$ cat src/rtl/ad7903_acq_ctrl_if.sv
// Signal bundle between the AD7903 acquisition sequencer, the SPI master it
// drives and the downstream sample consumer.
interface ad7903_acq_ctrl_if #(
  parameter int unsigned DATA_WIDTH = 16
);
  logic [2:0]            i_spi_state;
  logic [DATA_WIDTH-1:0] i_miso_data;
  logic                  o_cnv;
  logic                  o_spi_start;
  logic [DATA_WIDTH-1:0] o_adc_data;
  logic                  o_adc_valid;
  logic                  o_overrun;
  logic                  o_timeout;
  logic                  o_busy;

  modport master (
    input  i_spi_state, i_miso_data,
    output o_cnv, o_spi_start, o_adc_data, o_adc_valid, o_overrun, o_timeout, o_busy
  );

  modport slave (
    output i_spi_state, i_miso_data,
    input  o_cnv, o_spi_start, o_adc_data, o_adc_valid, o_overrun, o_timeout, o_busy
  );
endinterface

$ cat src/rtl/ad7903_acq_ctrl.sv
// AD7903 sample-rate sequencer: periodic CNV, SPI read kick-off, result capture
// and power-of-two averaging of the signed conversion results.
module ad7903_acq_ctrl #(
  parameter int unsigned DATA_WIDTH    = 16,
  parameter int unsigned SAMPLE_PERIOD = 200,
  parameter int unsigned CONV_TIME     = 100,
  parameter int unsigned AVG_LOG2      = 2,
  parameter int unsigned TIMEOUT       = 255
) (
  input  logic              i_clk,
  input  logic              i_rst,
  input  logic              i_en,
  ad7903_acq_ctrl_if.master bus
);

  localparam int unsigned PW   = $clog2(SAMPLE_PERIOD);
  localparam int unsigned CMAX = (CONV_TIME > TIMEOUT) ? CONV_TIME : TIMEOUT;
  localparam int unsigned CW   = $clog2(CMAX + 1);
  localparam int unsigned AW   = DATA_WIDTH + AVG_LOG2;
  localparam int unsigned NW   = (AVG_LOG2 == 0) ? 1 : AVG_LOG2;
  localparam logic [NW-1:0] N_LAST = NW'((2 ** AVG_LOG2) - 1);

  typedef enum logic [2:0] {
    S_IDLE,
    S_CONV,
    S_START,
    S_WAIT_BUSY,
    S_WAIT_DONE,
    S_CAPTURE
  } state_t;

  state_t                 state_q;
  logic [PW-1:0]          per_q;
  logic [CW-1:0]          cyc_q;
  logic signed [AW-1:0]   acc_q;
  logic [NW-1:0]          n_q;
  logic                   cnv_q;
  logic                   start_q;
  logic [DATA_WIDTH-1:0]  data_q;
  logic                   valid_q;
  logic                   ovr_q;
  logic                   to_q;
  logic                   busy_q;

  logic                   tick_c;
  logic [CW-1:0]          cyc_inc_c;
  logic                   to_hit_c;
  logic signed [DATA_WIDTH-1:0] smp_c;
  logic signed [AW-1:0]   smp_ext_c;
  logic signed [AW-1:0]   sum_c;

  assign tick_c    = i_en && (per_q == '0);
  assign cyc_inc_c = cyc_q + CW'(1);
  assign to_hit_c  = (cyc_inc_c == CW'(TIMEOUT));
  assign smp_c     = bus.i_miso_data;
  assign smp_ext_c = AW'(smp_c);
  assign sum_c     = acc_q + smp_ext_c;

  // Sample-period counter; parked at 0 while disabled so enabling ticks at once
  always_ff @(posedge i_clk or negedge i_rst) begin
    if (!i_rst) begin
      per_q <= '0;
    end else if (!i_en || (per_q == PW'(SAMPLE_PERIOD - 1))) begin
      per_q <= '0;
    end else begin
      per_q <= per_q + PW'(1);
    end
  end

  // Acquisition FSM; cyc_q times CNV in CONV and the SPI watchdog in the waits
  always_ff @(posedge i_clk or negedge i_rst) begin
    if (!i_rst) begin
      state_q <= S_IDLE;
      cyc_q   <= '0;
      acc_q   <= '0;
      n_q     <= '0;
      cnv_q   <= 1'b0;
      start_q <= 1'b0;
      data_q  <= '0;
      valid_q <= 1'b0;
      ovr_q   <= 1'b0;
      to_q    <= 1'b0;
      busy_q  <= 1'b0;
    end else begin
      start_q <= 1'b0;
      valid_q <= 1'b0;
      ovr_q   <= 1'b0;
      to_q    <= 1'b0;

      if (tick_c && (state_q != S_IDLE)) begin
        ovr_q <= 1'b1;
      end

      unique case (state_q)
        S_IDLE: begin
          if (!i_en) begin
            acc_q <= '0;
            n_q   <= '0;
          end
          if (tick_c) begin
            state_q <= S_CONV;
            cnv_q   <= 1'b1;
            busy_q  <= 1'b1;
            cyc_q   <= '0;
          end
        end
        S_CONV: begin
          if (cyc_q == CW'(CONV_TIME - 1)) begin
            state_q <= S_START;
            cnv_q   <= 1'b0;
            start_q <= 1'b1;
          end else begin
            cyc_q <= cyc_inc_c;
          end
        end
        S_START: begin
          state_q <= S_WAIT_BUSY;
          cyc_q   <= '0;
        end
        S_WAIT_BUSY, S_WAIT_DONE: begin
          // Watchdog wins over a same-cycle SPI state change
          if (to_hit_c) begin
            state_q <= S_IDLE;
            busy_q  <= 1'b0;
            to_q    <= 1'b1;
          end else begin
            cyc_q <= cyc_inc_c;
            if ((state_q == S_WAIT_BUSY) && (bus.i_spi_state != 3'd0)) begin
              state_q <= S_WAIT_DONE;
            end else if ((state_q == S_WAIT_DONE) && (bus.i_spi_state == 3'd0)) begin
              state_q <= S_CAPTURE;
            end
          end
        end
        S_CAPTURE: begin
          state_q <= S_IDLE;
          busy_q  <= 1'b0;
          if (n_q == N_LAST) begin
            data_q  <= DATA_WIDTH'(sum_c >>> AVG_LOG2);
            valid_q <= 1'b1;
            acc_q   <= '0;
            n_q     <= '0;
          end else begin
            acc_q <= sum_c;
            n_q   <= n_q + NW'(1);
          end
          if (!i_en) begin
            acc_q <= '0;
            n_q   <= '0;
          end
        end
        default: begin
          state_q <= S_IDLE;
          busy_q  <= 1'b0;
        end
      endcase
    end
  end

  assign bus.o_cnv       = cnv_q;
  assign bus.o_spi_start = start_q;
  assign bus.o_adc_data  = data_q;
  assign bus.o_adc_valid = valid_q;
  assign bus.o_overrun   = ovr_q;
  assign bus.o_timeout   = to_q;
  assign bus.o_busy      = busy_q;

endmodule

$ cat src/flat_wrapper.sv
// flat-port wrapper written by rule: the top's interface ports become plain ports
module ad7903_acq_ctrl_flat 
#(
  parameter int unsigned DATA_WIDTH    = 16,
  parameter int unsigned SAMPLE_PERIOD = 200,
  parameter int unsigned CONV_TIME     = 100,
  parameter int unsigned AVG_LOG2      = 2,
  parameter int unsigned TIMEOUT       = 255
)
  (i_clk, i_rst, i_en, bus_i_spi_state, bus_i_miso_data, bus_o_cnv, bus_o_spi_start, bus_o_adc_data, bus_o_adc_valid, bus_o_overrun, bus_o_timeout, bus_o_busy);
  ad7903_acq_ctrl_if #(.DATA_WIDTH(DATA_WIDTH)) bus_i ();
  input  logic i_clk;
  input  logic i_rst;
  input  logic i_en;
  input wire logic [$bits(bus_i.i_spi_state)-1:0] bus_i_spi_state;
  input wire logic [$bits(bus_i.i_miso_data)-1:0] bus_i_miso_data;
  output wire logic [$bits(bus_i.o_cnv)-1:0] bus_o_cnv;
  output wire logic [$bits(bus_i.o_spi_start)-1:0] bus_o_spi_start;
  output wire logic [$bits(bus_i.o_adc_data)-1:0] bus_o_adc_data;
  output wire logic [$bits(bus_i.o_adc_valid)-1:0] bus_o_adc_valid;
  output wire logic [$bits(bus_i.o_overrun)-1:0] bus_o_overrun;
  output wire logic [$bits(bus_i.o_timeout)-1:0] bus_o_timeout;
  output wire logic [$bits(bus_i.o_busy)-1:0] bus_o_busy;
  assign bus_i.i_spi_state = bus_i_spi_state;
  assign bus_i.i_miso_data = bus_i_miso_data;
  assign bus_o_cnv = bus_i.o_cnv;
  assign bus_o_spi_start = bus_i.o_spi_start;
  assign bus_o_adc_data = bus_i.o_adc_data;
  assign bus_o_adc_valid = bus_i.o_adc_valid;
  assign bus_o_overrun = bus_i.o_overrun;
  assign bus_o_timeout = bus_i.o_timeout;
  assign bus_o_busy = bus_i.o_busy;
  ad7903_acq_ctrl #(.DATA_WIDTH(DATA_WIDTH), .SAMPLE_PERIOD(SAMPLE_PERIOD), .CONV_TIME(CONV_TIME), .AVG_LOG2(AVG_LOG2), .TIMEOUT(TIMEOUT)) u_core (.i_clk(i_clk), .i_rst(i_rst), .i_en(i_en), .bus(bus_i));
endmodule
$ cat config.mk
export PLATFORM = sky130hd
export DESIGN_NAME = ad7903_acq_ctrl_flat
export DESIGN_NICKNAME = d
export VERILOG_FILES = /design/src/rtl/ad7903_acq_ctrl_if.sv /design/src/rtl/ad7903_acq_ctrl.sv /design/src/flat_wrapper.sv
export SDC_FILE = /design/constraint.sdc
export NUM_CORES = 1
export LEC_CHECK = 0
export BUFFER_PORTS_ARGS = -buffer_cell sky130_fd_sc_hd__buf_2
export CAP_MARGIN = 20
export CORE_MARGIN = 2
export CORE_UTILIZATION = 45
export CTS_CLUSTER_SIZE = 8
export DETAILED_ROUTE_END_ITERATION = 16
export GPL_TIMING_DRIVEN = 0
export HOLD_SLACK_MARGIN = 0.06
export MAX_ROUTING_LAYER = met4
export PLACE_DENSITY_LB_ADDON = 0.12
export SETUP_SLACK_MARGIN = 0.4
export SLEW_MARGIN = 20
export SYNTH_ARGS = -nofsm -noshare
export SYNTH_HDL_FRONTEND = slang
export SYNTH_SLANG_ARGS = --single-unit
$ cat constraint.sdc
create_clock -name i_clk -period 5.4 [get_ports i_clk]
set_input_delay 0.54 -clock i_clk [delete_from_list [all_inputs] [get_ports i_clk]]
set_output_delay 0.54 -clock i_clk [all_outputs]
set_load 0.03 [all_outputs]
After elaboration in Yosys (flattened, before gate mapping)
Index checks and enable logic that the tools add are counted.
{"block": "word_totals", "regBits": 61, "out_inout_bits": 22, "elab_cells": 86}
{"block": "classes", "n_addsub": 4, "n_eq_ne": 16, "n_mux": 31, "bitwise": 1, "reduce_logical": 22}
{"operator": "$mux W18", "n": 3}
{"operator": "$pmux W18 S2", "n": 1}
{"operator": "$mux W8", "n": 4}
{"operator": "$pmux W8 S4", "n": 1}
{"operator": "$add A18 B16 Y18", "n": 1}
{"operator": "$add A8 B1 Y8 const B", "n": 2}
{"operator": "$eq A8 B8 Y1 const B", "n": 2}
{"operator": "$mux W3", "n": 5}
{"operator": "$pmux W3 S4", "n": 1}
{"operator": "$mux W1", "n": 10}
{"operator": "$reduce_and A3 Y1", "n": 3}
{"operator": "$eq A8 B7 Y1 const B", "n": 1}
{"operator": "$logic_not A8 Y1", "n": 1}
{"operator": "$eq A3 B2 Y1 const B", "n": 2}
{"operator": "$eq A3 B3 Y1 const B", "n": 2}
{"operator": "$logic_not A3 Y1", "n": 2}
{"operator": "$mux W2", "n": 3}
{"operator": "$ne A2 B1 Y1 const B", "n": 3}
{"operator": "$ne A2 B2 Y1 const B", "n": 3}
{"operator": "$reduce_bool A3 Y1", "n": 2}
{"operator": "$logic_and A1 B1 Y1", "n": 4}
{"operator": "$ne A4 B1 Y1 const B", "n": 1}
{"operator": "$pmux W2 S2", "n": 1}
{"operator": "$reduce_and A2 Y1", "n": 2}
{"operator": "other kinds (12)", "n": 14}

Logic depth before layout (Yosys ltp)
{"block": "depth", "ltp_word": 6, "mapped_depth": 9, "ltp_nobuf": 9}

Worst setup path before layout
No wires, ideal clock.
{"block": "synth_path", "path_kind": "input -> register", "start": "input bus_i_miso_data[6]", "end": "register u_core.data_q[15], in the netlist u_core.bus.o_adc_data[15]", "arrival_time_ps": 2398, "required_time_ps": 5263, "slack_ps": 2865, "stages": 7, "n_path_buf": 0, "cell_sequence": "ha_1 a2111oi_0 o21ai_1 and3b_1 or4b_1 a211oi_1 a311oi_1"}
{"block": "synth_via", "elab_chain_cells": 1}
{"item": "start: declaration", "line": "flat_wrapper.sv:16", "rtl": "input wire logic [$bits(bus_i.i_miso_data)-1:0] bus_i_miso_data;"}
{"item": "$add A18 B16 Y18", "line": "ad7903_acq_ctrl.sv:57", "rtl": "assign sum_c = acc_q + smp_ext_c;"}
{"item": "end signal: assignment", "line": "ad7903_acq_ctrl.sv:139", "rtl": "data_q <= DATA_WIDTH'(sum_c >>> AVG_LOG2);"}
{"item": "end: declaration", "line": "ad7903_acq_ctrl.sv:39", "rtl": "logic [DATA_WIDTH-1:0] data_q;"}
No other way between the ends.
A chain may end at the register's enable or synchronous reset.

Worst setup path after layout
{"block": "layout_path", "start": "register u_core.acc_q[6]", "end": "register u_core.data_q[15], in the netlist u_core.bus.o_adc_data[15]"}
{"block": "layout_via", "elab_chain_cells": 1}
{"item": "start: declaration", "line": "ad7903_acq_ctrl.sv:35", "rtl": "logic signed [AW-1:0] acc_q;"}
{"item": "start signal: assignment", "line": "ad7903_acq_ctrl.sv:144", "rtl": "acc_q <= sum_c;"}
{"item": "$add A18 B16 Y18", "line": "ad7903_acq_ctrl.sv:57"}
No other way between the ends.

==> results.txt <==
----------------------------------------------------
[Synth]
  Main area contributors after synthesis ... sky130_fd_sc_hd__dfrtp_1, sky130_fd_sc_hd__ha_1, sky130_fd_sc_hd__nand2_1
  Synthesized-area fraction occupied by ao, oa, aoi and oai cells ... 22.3%
  Cell variety after synth ... 59
  Count of flip-flops with a built-in enable after synthesis ... 0
  Area fraction of the dominant cell type after synthesis ... 42.6%
  Yosys warning total ... 0
  Proportion of synthesized chip area in sequential cells ... 42.6%
  Portion of netlist area occupied by mux cells ... 0.907%
  Mapped Avg Cell Area ... 9.27 um^2
  Synthesized net count ... 432
  Adder and majority cell fraction of the synthesized area ... 8.23%
  Most instantiated library cell after synthesis ... sky130_fd_sc_hd__dfrtp_1
  Post-synthesis xor/xnor area fraction ... 5.37%
  Most instantiated flip-flop cell in the synthesis netlist ... sky130_fd_sc_hd__dfrtp_1
  Most frequent cells after synthesis ... sky130_fd_sc_hd__dfrtp_1, sky130_fd_sc_hd__nand2_1, sky130_fd_sc_hd__o21ai_0
  Cell type with the highest aggregate area in the netlist ... sky130_fd_sc_hd__dfrtp_1
  Synthesized area ... 3590 um^2
  Post-synthesis cell count ... 387
  Total of flip-flops plus latches after synthesis ... 61
  Async set-or-reset flop fraction in the synthesized netlist ... 100%
  Combinational family with the most area after synthesis ... compound AO/OA/AOI/OAI gates
  Simple-gate portion of the synthesized area ... 17.6%

[Floorplan]
  Area of the core ... 7730 um^2
  Starting Density ... 46.4%
  DIE HEIGHT ... 93.3 um
  Overall die area ... 8700 um^2
  Top Ports ... 44
  Number of core rows ... 32
  Die extent in x ... 93.3 um

[Power and ir drop]
  Net switching share of the total power ... 32.7%
  Share of power burned in the clock network ... 33.5%
  Reg power frac ... 38.4%
  Net switching power ... 489 uW
  Gate power share ... 28.1%
  Total power density per cell area ... 359 nW/um^2
  Static leakage ... 0.00194 uW
  Worst-case vdd ir drop ... 0.000216 V
  Internal ... 1010 uW

[Critical path]
  CP Data Arrival Time ... 2810 ps
  Peak per-stage delay on the critical path ... 530 ps
  Cell with the largest stage delay on the worst path ... sky130_fd_sc_hd__or4b_1
  Data required time of the critical path ... 5610 ps
  Crit start category ... flip-flop
  Critical Path, Cell by Cell ... ha_1 > a2111oi_0 > o21ai_1 > and3b_1 > or4b_1 > a211oi_1 > a311oi_1
  Crit-path max FO ... 5
  CP endpoint kind ... flip-flop
  Combined buffer and inverter count along the critical path ... 0
  Path type of the worst setup path ... flip-flop to flip-flop
  Kind of cell adding the most delay to the critical path ... compound AO/OA/AOI/OAI gates

[STA]
  Hold WS ... 270 ps
  Total negative slack ... 0 ps
  Setup violations, final ... 0
  Clock Skews ... 10.6 ps
  Share of the cycle needed by the critical path after routing ... 48.2%
  Final hold violation count ... 0
  RSZ-0062 raised after global routing ... false
  Worst-Margin Slew ... 848 ps
  Final min period ... 2600 ps
  Final setup margin ... 2800 ps
  Slew HR ... 42.7%
  FMAX ... 384 MHz
  Max-slew violation total from the final report ... 0

[Detailed routing]
  Drt pass-1 iters ... 5
  ANT nets after route ... 0
  Starting DRT DRC Count ... 144
  Drt total wl ... 7.93 mm
  Final routed DRC violation total ... 0
  Final routed wire length divided by cell count ... 14.5 um
  Via count normalized by instance count ... 5.43
  Vias after detailed routing ... 2978

[Clocking]
  Maximum clock path buffer count ... 2
  Total clock buffers created by CTS ... 9
  TritonCTS clock tree ... yes
  Gates resized, CTS repair ... 0
  Cell at the root of the clock tree ... sky130_fd_sc_hd__clkbuf_8
  Number of buffers inserted by hold repair at cts ... 0
  Clock transition at the register clock pins on the worst setup and hold paths after CTS ... 70 ps
  # clock sinks ... 61
  H-tree depth reported by CTS ... 3
  Clk Latency, worst-skew pair ... 340 ps
  Post-CTS Setup Inserts ... 0

[Global routing]
  Pin count of the biggest net entering global routing ... 62
  Global-route wire length before repair ... 13.4 mm
  Global routing usage summed across all routing layers ... 20.2%
  Initial antenna violation count ... 0
  Vias in the first global route ... 2840
  Grt total ovfl ... 0

[Finish]
  Count of antenna diodes in the layout ... 0
  Area added between synthesis and finish ... 16.3%
  Cell Count, Final, Fillers Out ... 548
  Number of nets in the finished design ... 486
  Layout cells sized above 1 ... 15.5%
  Core Util, Final ... 54.0%
  Fillers ... 729

[Place]
  Number of port buffers ... 43
  GPL Wtd Cong ... 0.855
  HPWL after DPL ... 5.67 mm
  Place WS ... 2540 ps
  Placed cell count ... 532

[Job]
  Number of max-capacitance violations reported ... 0

[Outcome]
  Status ... finished, final reports clean

[Worst hold path]
  Kind of path behind the tightest hold check ... input port to asynchronous set/reset pin

----------------------------------------------------
## flip-flops by register name (all words and copies together), names as in the netlist
register	flops
u_core.acc_q	18
u_core.bus.o_adc_data	16
u_core.cyc_q	8
u_core.per_q	8
u_core.state_q	3
u_core.n_q	2
u_core.bus.o_adc_valid	1
u_core.bus.o_busy	1
u_core.bus.o_cnv	1
u_core.bus.o_overrun	1
u_core.bus.o_spi_start	1
u_core.bus.o_timeout	1
## worst reg2reg max path, stage by stage, from the launching register on
cell and delay (ps):
sky130_fd_sc_hd__dfrtp_1 390, sky130_fd_sc_hd__ha_1 350, sky130_fd_sc_hd__a2111oi_0 420, sky130_fd_sc_hd__o21ai_1 210, sky130_fd_sc_hd__and3b_1 250, sky130_fd_sc_hd__or4b_1 530, sky130_fd_sc_hd__a211oi_1 260, sky130_fd_sc_hd__a311oi_1 80
## cell families after synthesis
group                    after synthesis
AO/OA/AOI/OAI                        122
multiplexers                           3
adder cells (fa/ha/maj)               23
buffers and inverters                 27
XOR/XNOR                              22
flip-flops                            61
AND/OR/NAND/NOR                      129
## layout by cell type (no fill, tap or decap), types with 3 or more instances in the layout
cell type                   netlist  layout
sky130_fd_sc_hd__a21o_1           5       5
sky130_fd_sc_hd__a21oi_1         19      19
sky130_fd_sc_hd__a22o_1           5       5
sky130_fd_sc_hd__a31oi_1          3       3
sky130_fd_sc_hd__and2_1           4       4
sky130_fd_sc_hd__and3_1           6       6
sky130_fd_sc_hd__buf_2            0      42
sky130_fd_sc_hd__buf_4            2       3
sky130_fd_sc_hd__bufinv_16        0       3
sky130_fd_sc_hd__clkbuf_1        13      15
sky130_fd_sc_hd__clkbuf_8         0      10
sky130_fd_sc_hd__dfrtp_1         61      61
sky130_fd_sc_hd__ha_1            22      22
sky130_fd_sc_hd__inv_1           11      11
sky130_fd_sc_hd__nand2_1         53      53
sky130_fd_sc_hd__nand2b_1         4       4
sky130_fd_sc_hd__nand3_1         13      13
sky130_fd_sc_hd__nand3b_1         3       3
sky130_fd_sc_hd__nand4_1          5       5
sky130_fd_sc_hd__nor2_1          20      20
sky130_fd_sc_hd__nor3_1           3       3
sky130_fd_sc_hd__o211ai_1         6       6
sky130_fd_sc_hd__o21a_1           5       5
sky130_fd_sc_hd__o21ai_0         29      29
sky130_fd_sc_hd__o21ai_1         22      22
sky130_fd_sc_hd__o31ai_1          4       4
sky130_fd_sc_hd__or4_1            3       3
sky130_fd_sc_hd__xnor2_1         12      12
sky130_fd_sc_hd__xor2_1          10      10
## stage by stage
step	cell area (um^2)	total power [uW]
2_1_floorplan	3590	896
3_5_place_dp	3930	1000
3_3_place_gp	3930	992
6_report	4170	1500
5_1_grt	4170	1600
4_1_cts	4170	1510
## layout make-up
| cell class | instances | area [um^2] | share of cell area (%) |
|---|---|---|---|
| Tap cell | 102 | 128 | 3.06 |
| Clock inverter | 4 | 95.1 | 2.28 |
| Inverter | 12 | 45.0 | 1.08 |
| Buffer | 15 | 63.8 | 1.53 |
| Timing Repair Buffer | 43 | 218 | 5.22 |
| Multi-Input combinational cell | 299 | 1950 | 46.8 |
| Clock buffer | 12 | 145 | 3.48 |
| Sequential cell | 61 | 1530 | 36.6 |
## path summary, 6_finish.rpt
kind	cells after the start	end	from	slack, ps
hold / removal	1	u_core.acc_q[1]	i_rst	270
hold reg to reg	2	u_core.bus.o_adc_data[5]	u_core.bus.o_adc_data[5]	470
setup / recovery	7	u_core.bus.o_adc_data[15]	u_core.acc_q[6]	2800
setup reg to reg	7	u_core.bus.o_adc_data[15]	u_core.acc_q[6]	2800
max in group asynchronous	1	u_core.bus.o_timeout	i_rst	4620
min in group i_clk	2	u_core.bus.o_adc_data[5]	u_core.bus.o_adc_data[5]	470
## routing by layer
layer	global-route usage [%]	routed length [um]	vias up
li1	-	-	1507
met1	26.6	3840	1403
met2	30.8	3690	53
met3	3.63	256	15
met4	8.82	155	0
met5	-	0	-
## power by group through the flow
stage	combinational, uW	sequential [uW]	clock, uW
floorplan	304	592	0
global placement	411	581	0
detailed placement	420	584	0
CTS	423	575	513
global route	479	585	533
finish	421	575	501
No activity file was read; power rests on OpenSTA's default activity.
